### src/rtl/mul_div_unit.sv
// mul_div_unit: iterative multiply/divide unit holding the architectural
// HI/LO registers.
//   MULT/MULTU : radix-2 shift-add, one multiplier bit per cycle.
//   DIV/DIVU   : restoring division, one quotient bit per cycle.
//   MTHI/MTLO  : direct writes of wd into hi/lo. They are taken only while
//                the unit is idle and no start is being issued.
// Ports:
//   clk, rst        rising-edge clock; asynchronous active-high reset
//   start, op       launch request; op 0=MULTU 1=MULT 2=DIVU 3=DIV
//   a, b            rs / rt operands, captured on the start edge
//   hi_we, lo_we    MTHI / MTLO write enables; wd is the write data
//   busy            operation in progress
//   done            one-cycle pulse after hi/lo take a result
//   hi, lo          architectural HI / LO registers
module mul_div_unit #(
  parameter int WIDTH = 32
) (
  input  logic             clk,
  input  logic             rst,
  input  logic             start,
  input  logic [1:0]       op,
  input  logic [WIDTH-1:0] a,
  input  logic [WIDTH-1:0] b,
  input  logic             hi_we,
  input  logic             lo_we,
  input  logic [WIDTH-1:0] wd,
  output logic             busy,
  output logic             done,
  output logic [WIDTH-1:0] hi,
  output logic [WIDTH-1:0] lo
);

  localparam int CW = $clog2(WIDTH);
  localparam logic [CW-1:0] LAST = CW'(WIDTH - 1);

  typedef enum logic [1:0] {IDLE, MUL, DIV, FIX} state_t;

  state_t               state, state_nxt;
  logic [2*WIDTH-1:0]   acc;      // MUL: {partial product, multiplier}; DIV: {remainder, quotient}
  logic [WIDTH-1:0]     opd;      // multiplicand (MUL) or divisor (DIV), magnitude
  logic [WIDTH-1:0]     a_orig;   // raw dividend, returned in hi on divide-by-zero
  logic [CW-1:0]        cnt;
  logic                 is_div, neg_q, neg_r, div_zero;
  logic                 take_start, take_mt;

  logic [WIDTH:0]       mul_sum;
  logic [WIDTH:0]       div_shift, div_diff;
  logic [2*WIDTH-1:0]   prod;
  logic [WIDTH-1:0]     res_hi, res_lo;

  function automatic logic [WIDTH-1:0] abs_w(input logic signed [WIDTH-1:0] x);
    // The most negative value maps onto itself, which is its correct magnitude
    // when read as unsigned.
    return (x < 0) ? WIDTH'(-x) : WIDTH'(x);
  endfunction

  function automatic logic [WIDTH-1:0] neg_w(input logic [WIDTH-1:0] x, input logic en);
    return en ? (~x + 1'b1) : x;
  endfunction

  function automatic logic [2*WIDTH-1:0] neg_2w(input logic [2*WIDTH-1:0] x, input logic en);
    return en ? (~x + 1'b1) : x;
  endfunction

  // State register
  always_ff @(posedge clk or posedge rst) begin
    if (rst) state <= IDLE;
    else     state <= state_nxt;
  end

  // Next-state logic
  always_comb begin
    state_nxt = state;
    case (state)
      IDLE: if (start) state_nxt = op[1] ? DIV : MUL;
      MUL:  if (cnt == LAST) state_nxt = FIX;
      DIV:  if (cnt == LAST) state_nxt = FIX;
      FIX:  state_nxt = IDLE;
      default: state_nxt = IDLE;
    endcase
  end

  // Output / control decode
  always_comb begin
    busy       = (state != IDLE);
    take_start = (state == IDLE) && start;
    take_mt    = (state == IDLE) && !start;
  end

  // Iteration datapath
  always_comb begin
    mul_sum   = {1'b0, acc[2*WIDTH-1:WIDTH]} + (acc[0] ? {1'b0, opd} : '0);
    div_shift = {acc[2*WIDTH-1:WIDTH], acc[WIDTH-1]};
    div_diff  = div_shift - {1'b0, opd};
    prod      = neg_2w(acc, neg_q);
    if (!is_div) begin
      res_hi = prod[2*WIDTH-1:WIDTH];
      res_lo = prod[WIDTH-1:0];
    end else if (div_zero) begin
      res_hi = a_orig;
      res_lo = '1;
    end else begin
      res_hi = neg_w(acc[2*WIDTH-1:WIDTH], neg_r);
      res_lo = neg_w(acc[WIDTH-1:0], neg_q);
    end
  end

  always_ff @(posedge clk or posedge rst) begin
    if (rst) begin
      acc      <= '0;
      opd      <= '0;
      a_orig   <= '0;
      cnt      <= '0;
      is_div   <= 1'b0;
      neg_q    <= 1'b0;
      neg_r    <= 1'b0;
      div_zero <= 1'b0;
      done     <= 1'b0;
      hi       <= '0;
      lo       <= '0;
    end else begin
      done <= 1'b0;
      if (take_start) begin
        is_div   <= op[1];
        neg_q    <= op[0] & (a[WIDTH-1] ^ b[WIDTH-1]);
        neg_r    <= op[0] & a[WIDTH-1];
        div_zero <= op[1] & (b == '0);
        a_orig   <= a;
        cnt      <= '0;
        if (op[1]) begin
          acc <= {{WIDTH{1'b0}}, (op[0] ? abs_w(a) : a)};
          opd <= op[0] ? abs_w(b) : b;
        end else begin
          acc <= {{WIDTH{1'b0}}, (op[0] ? abs_w(b) : b)};
          opd <= op[0] ? abs_w(a) : a;
        end
      end else if (take_mt) begin
        if (hi_we) hi <= wd;
        if (lo_we) lo <= wd;
      end
      case (state)
        MUL: begin
          acc <= {mul_sum, acc[WIDTH-1:1]};
          cnt <= cnt + 1'b1;
        end
        DIV: begin
          // A clear borrow bit means the trial subtraction fits: keep it and shift in a 1.
          if (!div_diff[WIDTH]) acc <= {div_diff[WIDTH-1:0], acc[WIDTH-2:0], 1'b1};
          else                  acc <= {div_shift[WIDTH-1:0], acc[WIDTH-2:0], 1'b0};
          cnt <= cnt + 1'b1;
        end
        FIX: begin
          hi   <= res_hi;
          lo   <= res_lo;
          done <= 1'b1;
        end
        default: ;
      endcase
    end
  end

endmodule

### config.mk
export PLATFORM = sky130hd
export DESIGN_NAME = mul_div_unit
export DESIGN_NICKNAME = d
export VERILOG_FILES = /design/src/rtl/mul_div_unit.sv
export SDC_FILE = /design/constraint.sdc
export NUM_CORES = 1
export LEC_CHECK = 0
export CAP_MARGIN = 20
export CORE_MARGIN = 1.5
export CORE_UTILIZATION = 59
export CTS_CLUSTER_DIAMETER = 30
export DETAILED_ROUTE_END_ITERATION = 6
export PLACE_DENSITY_LB_ADDON = 0.05
export RECOVER_POWER = 50
export SETUP_SLACK_MARGIN = 0.1
export SLEW_MARGIN = 25
export SYNTH_ARGS = -nofsm -noshare
export SYNTH_HDL_FRONTEND = slang
export SYNTH_SLANG_ARGS = --single-unit
### constraint.sdc
create_clock -name clk -period 9.9 [get_ports clk]
set_input_delay 1.98 -clock clk [delete_from_list [all_inputs] [get_ports clk]]
set_output_delay 1.98 -clock clk [all_outputs]
set_load 0.02 [all_outputs]
======== Word-level counts from Yosys, hierarchy flattened ========
Cells that the tools add are included.
word-level totals
  output and inout bits ................... 66
  bits in registers ....................... 204
cells by class
  equal/unequal tests ..................... 7
  $lt $le $gt $ge ......................... 2
  reduce and logical (&&, ||, !) cells .... 15
  bitwise logic cells ..................... 7
  mux-type cells .......................... 32
  $add $sub $neg .......................... 8
operators by type and width
  operator                 count
  $mux W32                 21
  $mux W64                 3
  $pmux W64 S2             1
  $add A32 B1 Y32 const B  2
  $add A64 B1 Y64 const B  1
  $lt A32 B1 Y1 const B    2
  $neg A32 Y32             2
  $not A32 Y32             2
  $not A64 Y64             1
  $add A32 B32 Y33         1
  $sub A33 B32 Y33         1
  $logic_not A32 Y1        1
  $mux W5                  2
  $reduce_bool A2 Y1       5
  $mux W2                  3
  $pmux W2 S3              1
  $reduce_and A3 Y1        2
  $add A5 B1 Y5 const B    1
  $eq A5 B5 Y1 const B     1
  $eq A2 B2 Y1 const B     2
  $ne A2 B1 Y1 const B     2
  $and A1 B1 Y1            3
  $reduce_bool A3 Y1       1
  $eq A2 B1 Y1 const B     1
  8 further kinds          9

======== Logic depth before layout (Yosys ltp) ========
Gate-level depths: netlist of run 1.
  depth in word-level cells ............... 6
  depth in mapped cells ................... 16

======== Worst setup path after synthesis of run 1 ========
No wires, ideal clock.
  kind .................................... input -> register
  from .................................... in b[13]
  to ...................................... reg acc[30]
  required time ........................... 9.758 ns
  cell stages on the path ................. 11
  slack ................................... 5.231 ns
  setup time .............................. 0.142 ns
  arrival time ............................ 4.527 ns
  cell sequence ........................... or4_1 > or3_1 > or3_1 > or3_1 > nor3_1 > nand2_1 > nor4_1 > nor2_1 > xor2_1 > mux2i_1 > o221ai_1
between the ends
  word-level cells in the longest chain between the ends .. 6
  elaborated cells between the ends (all ways) .. 7
  classes of those cells .................. add/sub (1); order compare (1); mux (5)
ends and longest elaborated chain
  element                                               line  source
  start, declared                                       23    input logic [WIDTH-1:0] b,
  $neg A32 Y32 / $lt A32 B1 Y1 (equally long branches)  54    return (x < 0) ? WIDTH'(-x) : WIDTH'(x);
  $mux W32 *                                            54
  $mux W32 *                                            134   acc <= {{WIDTH{1'b0}}, (op[0] ? abs_w(b) : b)};
  $mux W32 *                                            130   if (op[1]) begin
  $mux W64 *                                            123   if (take_start) begin
  $pmux W64 S2 *                                        141   case (state)
  end signal, assigned                                  131   acc <= {{WIDTH{1'b0}}, (op[0] ? abs_w(a) : a)};
  end signal, assigned                                  134
  end signal, assigned                                  143   acc <= {mul_sum, acc[WIDTH-1:1]};
  end, declared                                         39    logic [2*WIDTH-1:0] acc;
Mark *: on every way between the ends. The rest lies on a longest branch, timed or not. The select of a mux whose other input is x is not followed.
A chain may end at the register's enable or synchronous reset.

======== Final worst setup path of run 1 ========
  from .................................... in start
  to ...................................... reg acc[5]
between the ends
  word-level cells in the longest chain between the ends .. 2
ends and longest elaborated chain
  element                              line  source
  start, declared                      20    input logic start,
  $logic_and A1 B1 Y1                  86    take_start = (state == IDLE) && start;
  $reduce_bool A3 Y1 (no source line)  -
No other way between the ends.

==> results of run 1 <==
## cell families (layout without fill, tap and decap cells)
group	count (synthesis)	after routing	share of synthesized area, %
mux	119	119	7.46
buf+inv	201	356	4.66
xor+xnor	165	165	8.77
compound gates	676	676	25.9
flops	204	204	31.0
fa+ha+maj	77	77	5.94
simple gates	573	573	16.3
## per-layer routing
layer	up-vias	global-route usage, %	routed length, um
met3	201	10.2	7000
met1	8250	55.5	24200
met4	0	24.8	3780
li1	7632	-	-
met2	1114	65.0	27000
met5	-	0	0
## final cells by class
class	count	area [um^2]
clock buffer	65	1440
clock inverter	29	340
timing repair buffer	193	1850
fill	2139	7070
sequential	204	5100
tap	372	465
inverter	69	260
multi-input combinational	1610	10600
## state kept, by name, indices dropped and copies added, names as in the netlist
name / cells
neg_q: 1
acc: 64
hi: 32
neg_r: 1
div_zero: 1
cnt: 5
done: 1
a_orig: 32
is_div: 1
lo: 32
state: 2
opd: 32
## path summary, 6_finish.rpt
kind	end	slack, ns	cells after the start
min in group asynchronous	lo[13]$_DFFE_PP0P_	3.09	2
min reg2reg	opd[2]$_DFFE_PP0P_	0.49	2
max reg2reg	acc[53]$_DFFE_PP0P_	4.83	15
max in group asynchronous	acc[58]$_DFFE_PP0P_	4.61	3
min	opd[2]$_DFFE_PP0P_	0.49	2
max	acc[5]$_DFFE_PP0P_	4.13	7
## cells in the mapped netlist, drive strengths merged (14+ instances only)
master,count,share of area [%]
a31oi,17,0.65
nor3,38,1.2
nand2b,22,0.88
mux2,31,2.1
nand2,198,4.5
and3,19,0.72
a21oi,164,5.0
o211ai,32,1.5
nor4,14,0.53
or3,28,1.1
a211oi,18,0.82
o21ai,216,6.6
xnor2,78,4.1
o31ai,21,0.96
a21o,28,1.3
o221ai,14,0.74
nand3,19,0.61
inv,68,1.5
xor2,87,4.6
clkbuf,116,2.7
mux2i,88,5.3
a222oi,24,1.5
buf,16,0.43
nor2,169,3.9
a22oi,64,2.9
dfrtp,204,31
nor2b,14,0.53
ha,75,5.7
or4,16,0.82
## critical path: stages
cell and delay, ns:
dlygate4sd3_1 0.56, and2_2 0.14, clkbuf_1 2.16, nor3_2 0.11, buf_4 0.51, a222oi_1 0.47, o21ai_0 0.18
## metrics by stage
step           std cells  hold WS [ns]
3_5_place_dp        2448         0.480
4_1_cts             2542         0.493
2_1_floorplan       2015         0.450
5_1_grt             2542         0.522
6_report            2542         0.491
3_3_place_gp        2448         0.469
## power breakdown
part | switching [uW] | leakage (uW) | internal [uW]
sequential | 598 | 0.00252 | 1230
combinational | 2630 | 0.00562 | 1700
clock | 563 | 0.000861 | 1140
total | 3790 | 0.00900 | 4080
==> qor.tcl, run 1 <==
set qor(run_status) {finished, violations left}
set qor(violated_checks) {DRC, capacitance limit, slew limit}
set qor(yosys_warnings) 0
set qor(global_route_wire_length_before_repair_um) 94100
set qor(endpoint_kind) {flip-flop}
set qor(leakagePower_uw) 0.00900
set qor(worst-path-max-fanout) 65
set qor(fin_crit_sh_pct) 58.3
set qor(global_route.usage.total_pct) 42.7
set qor(skew_ns) 0.0260
set qor(routedWlPerCell_um) 24.4
set qor(synth.lib_cells_used.distinct) 76
set qor(timing.critical_path.arrival_ns) 6.17
set qor(clock-sinks) 204
set qor(timing.critical_path.required_ns) 10.30
set qor(first_pass_iters) 7
set qor(syn-mean-instance-area_um2) 8.18
set qor(routed-via-count) 17200
set qor(crit_path_start_kind) {input port}
set qor(most-common-layout-cells) {216 x o21ai_0, 204 x dfrtp_1, 196 x nand2_1}
set qor(cts_repair_resize_count) 0
set qor(fin_ws_ns) 4.13
set qor(final_hold_viols) 0
set qor(cts-root-buf) {clkbuf_16}
set qor(clk_path_buf_depth) 3
set qor(antenna_cells) 0
set qor(postSynthNetCount) 2195
set qor(tightestPinTransition_ns) 4.10
set qor(finalSetupTns_ns) 0
set qor(drive_gt1_share_pct) 8.02
set qor(final_stage_net_count) 2311
set qor(start_util_pct) 60.6
set qor(overall_die_width_um) 170
set qor(place.port_buffers) 168
set qor(crit_path_start) {start}
set qor(io-pin-count) 169
set qor(worst_hold_path_type) {flip-flop to flip-flop}
set qor(drt-initial-drc-count) 2226
set qor(max_transition_viols_final) 335
set qor(rsz_0062_raised_after_global_routing) {no}
set qor(antenna_found_initial) 2
set qor(fin_util_pct) 74.0
set qor(floorplan_core_area_um2) 27200
set qor(setup-violations-final) 0
set qor(vdd.ir_drop.worst_mv) 0.394
set qor(gp_congestion) 1.01
set qor(cts.repair_timing.setup_buffer_count) 0
set qor(fp.dieArea_um2) 28900
set qor(clock_input_transition_at_the_sequential_cells_of_the_worst_setup_and_hold_paths_ns) 0.05
set qor(place_worst_setup_slack_ns) 4.34
set qor(startpoint_of_the_worst_slack_reg_to_reg_timing_path) {acc[31]$_DFFE_PP0P_}
set qor(seq_area_frac_synth_pct) 31.0
set qor(first_global_vias) 16400
set qor(area_growth_pct) 22.0
set qor(stdcell_area_um2) 20100
set qor(detail_route.vias_per_cell) 6.77
set qor(hold_path.startpoint) {opd[2]$_DFFE_PP0P_}
set qor(post-route-drc-count) 2
set qor(p_total_uw) 7870
set qor(placed_cell_area_um2) 18300
set qor(number_of_buffers_inserted_during_clock_tree_synthesis) 53
set qor(slew_headroom_pct) -175
set qor(fp-row-count) 60
set qor(grt_max_degree) 90
set qor(ys_seq_elements) 204
set qor(fin_crit_ns) 5.77
set qor(mostFrequentLayoutCell) {o21ai_0}
set qor(ys.flop_type) {dfrtp_1}
set qor(number_of_standard_cells_after_synthesis) 2015
set qor(path_class) {input port to flip-flop}
set qor(worst_skew_pair.late_latency_ns) 0.57
set qor(overflow) 0
set qor(clock_tree_from_tritoncts) {built}
set qor(cts_htree_levels) 2
set qor(drt-total-wl_um) 62000
set qor(hpwl_reported_at_the_end_of_detailed_placement_um) 45000
set qor(route.antenna.remaining_nets) 0
set qor(async_reset_ff_share_pct) 100
set qor(syn-cell-area_um2) 16500
set qor(cts_hold_repair.buffers) 0
set qor(die_height_um) 170
set qor(cap_violations) 5
set qor(powerDensity_nw_per_um2) 391
set qor(fmax_mhz) 173
set qor(synth_edf_count) 0
(Power assumes the default switching activity.)
==> run 2: changes to the inputs <==
- CORE_UTILIZATION: 59 -> 53
- clock period: 9.9 -> 5.1 ns (I/O delays scaled with it)
==> qor.tcl, run 2 (synthesis gave the netlist of run 1 again) <==
set qor(max_reg_flops) 64 ;# unchanged
set qor(antenna_found_initial) 1 ;# -1
set qor(grt_max_degree) 154 ;# +71%
set qor(reg2regPathDepth) 11 ;# -4
set qor(die_height_um) 179 ;# +5.4%
set qor(clock_input_transition_at_the_sequential_cells_of_the_worst_setup_and_hold_paths_ns) 0.05 ;# about the same
set qor(global_route.usage.total_pct) 40.1 ;# -2.6 points
set qor(worst_hold_path_type) {flip-flop to flip-flop}
set qor(fp.dieArea_um2) 32200 ;# +11%
set qor(worst_path_dominant_cell_family) {buffers and inverters}
set qor(drt-initial-drc-count) 2203 ;# -1.0%
set qor(most-common-layout-cells) {216 x o21ai_0, 204 x dfrtp_1, 196 x nand2_1}
set qor(overall_die_width_um) 179 ;# +5.4%
set qor(timing.critical_path.cells) {dlygate4sd3_1 > and2_2 > clkbuf_1 > o211ai_1 > o21ai_0}
set qor(worst-path-max-fanout) 52 ;# -20%
set qor(cp_num_buf_inv) 2 ;# -1
set qor(worst_hold_slack_ns) 0.489 ;# -0.00227 ns
set qor(area_growth_pct) 24.3
set qor(dpl.cell_count) 2479 ;# +1.3%
set qor(regMostFlops) {acc}
set qor(place.port_buffers) 168 ;# unchanged
set qor(vdd.ir_drop.worst_mv) 0.408 ;# +3.6%
set qor(worst_skew_pair.late_latency_ns) 0.60 ;# +0.03 ns
set qor(cts_hold_repair.buffers) 0 ;# unchanged
set qor(clk_path_buf_depth) 3 ;# unchanged
set qor(regToRegEndpoint) {hi[21]$_DFFE_PP0P_}
set qor(max_transition_viols_final) 321 ;# -4.2%
set qor(antenna_cells) 0 ;# unchanged
set qor(crit_path_start) {start}
set qor(global_route_wire_length_before_repair_um) 96600 ;# +2.6%
set qor(routed-via-count) 17100 ;# -0.55%
set qor(leakagePower_uw) 0.00917 ;# +1.8%
set qor(fin_crit_sh_pct) 88.2
set qor(clock-sinks) 204 ;# unchanged
set qor(timing.critical_path.arrival_ns) 4.95 ;# -1.22 ns
set qor(endpoint_kind) {flip-flop}
set qor(cp-endpoint) {opd[9]$_DFFE_PP0P_}
set qor(tightestPinTransition_ns) 3.06 ;# -1.04 ns
set qor(timing.critical_path.required_ns) 5.55 ;# -4.75 ns
set qor(slew_headroom_pct) -104 ;# +71 points
set qor(cts_repair_resize_count) 0 ;# unchanged
set qor(cts.repair_timing.setup_buffer_count) 0 ;# unchanged
set qor(run_status) {finished, violations left}
set qor(multi_input_comb_area_um2) 10600 ;# about the same
set qor(clock_tree_from_tritoncts) {built}
set qor(num-fill-cells) 2590 ;# +21%
set qor(ff_latch_area_um2) 5100 ;# unchanged
set qor(powerDensity_nw_per_um2) 778 ;# +99%
set qor(detail_route.vias_per_cell) 6.61 ;# -2.3%
set qor(startpoint_of_the_worst_slack_reg_to_reg_timing_path) {acc[4]$_DFFE_PP0P_}
set qor(fin_ws_ns) 0.600 ;# -3.53 ns
set qor(rsz_0062_raised_after_global_routing) {no}
set qor(io-pin-count) 169 ;# unchanged
set qor(path_class) {input port to flip-flop}
set qor(fp-row-count) 64 ;# +6.7%
set qor(drt-total-wl_um) 64500 ;# +4.0%
set qor(number_of_buffers_inserted_during_clock_tree_synthesis) 58 ;# +9.4%
set qor(setup-violations-final) 0 ;# unchanged
set qor(floorplan_core_area_um2) 30600 ;# +13%
set qor(p_total_uw) 15900 ;# +100%
set qor(place_worst_setup_slack_ns) 0.539 ;# -3.81 ns
set qor(final_cell_count_no_fill) 2588 ;# +1.8%
set qor(r2r_slack_ns) 0.67 ;# -4.16 ns
set qor(start_util_pct) 53.9 ;# -6.8 points
set qor(fin_crit_ns) 4.50
set qor(first_global_vias) 16100 ;# -1.8%
set qor(overflow) 0 ;# unchanged
set qor(cap_violations) 4 ;# -1
set qor(final_hold_viols) 0 ;# unchanged
set qor(hpwl_reported_at_the_end_of_detailed_placement_um) 47100 ;# +4.8%
set qor(worst_path_largest_cell_delay_ns) 2.15 ;# about the same
set qor(final_stage_net_count) 2323 ;# +0.52%
set qor(path_depth) 5 ;# -2
set qor(mostFrequentLayoutCell) {o21ai_0}
set qor(cts-root-buf) {clkbuf_16}
set qor(routedWlPerCell_um) 24.9 ;# +2.2%
set qor(skew_ns) 0.0378 ;# +0.0118 ns
set qor(post-route-drc-count) 4 ;# +2
set qor(gp_congestion) 1.03 ;# +1.8%
set qor(timing.critical_path.slowest_stage_cell) {clkbuf_1}
set qor(finalSetupTns_ns) 0 ;# unchanged
set qor(first_pass_iters) 7 ;# unchanged
set qor(cts_htree_levels) 2 ;# unchanged
set qor(violated_checks) {DRC, capacitance limit, slew limit}
set qor(fmax_mhz) 222
set qor(drive_gt1_share_pct) 8.67 ;# +0.65 points
set qor(route.antenna.remaining_nets) 0 ;# unchanged
set qor(crit_path_start_kind) {input port}
-- run 2: routing by layer --
metal  vias to the layer above  routed length, um  GRT usage (%)
met4                         2               3340           19.7
li1                       7646                  -              -
met5                         -                 16              0
met3                       192               6430           8.92
met2                       949              28100           60.6
met1                      8313              26500           54.3
-- run 2: worst min path at each step --
stage                                      from                    end  slack [ns]  cells after the start
final                       opd[19]$_DFFE_PP0P_    opd[19]$_DFFE_PP0P_        0.49                      2
after global routing         opd[5]$_DFFE_PP0P_     opd[5]$_DFFE_PP0P_        0.51                      2
after floorplan           a_orig[1]$_DFFE_PP0P_  a_orig[1]$_DFFE_PP0P_        0.45                      2
after global placement      opd[19]$_DFFE_PP0P_    opd[19]$_DFFE_PP0P_        0.47                      2
after detailed placement    opd[19]$_DFFE_PP0P_    opd[19]$_DFFE_PP0P_        0.47                      2
after CTS                   opd[19]$_DFFE_PP0P_    opd[19]$_DFFE_PP0P_        0.49                      2
-- run 2: power breakdown --
group / internal (uW) / switching, uW / leakage, uW
clock network: 2650 / 1140 / 0.000980
logic: 3380 / 5250 / 0.00567
registers: 2400 / 1130 / 0.00252
-- run 2: worst min-delay path: stages, from the launching register on --
cell and delay (ns):
dfrtp_1 0.34, nand2_1 0.05, o21ai_0 0.06
-- run 2: cell type report --
class | count | area share [%]
Clock inverter | 29 | 1.94
Timing Repair Buffer | 200 | 9.42
Tap cell | 396 | 2.42
Sequential cell | 204 | 24.9
Clock buffer | 80 | 8.09
Multi-Input combinational cell | 1610 | 51.9
Inverter | 69 | 1.27
-- run 2: metrics by stage --
stage          instance area (um^2)  utilization, %
6_report                      20500            67.0
5_1_grt                       20500            67.0
3_3_place_gp                  18500            60.3
2_1_floorplan                 16500               -
3_5_place_dp                  18500            60.4
4_1_cts                       20500            67.1
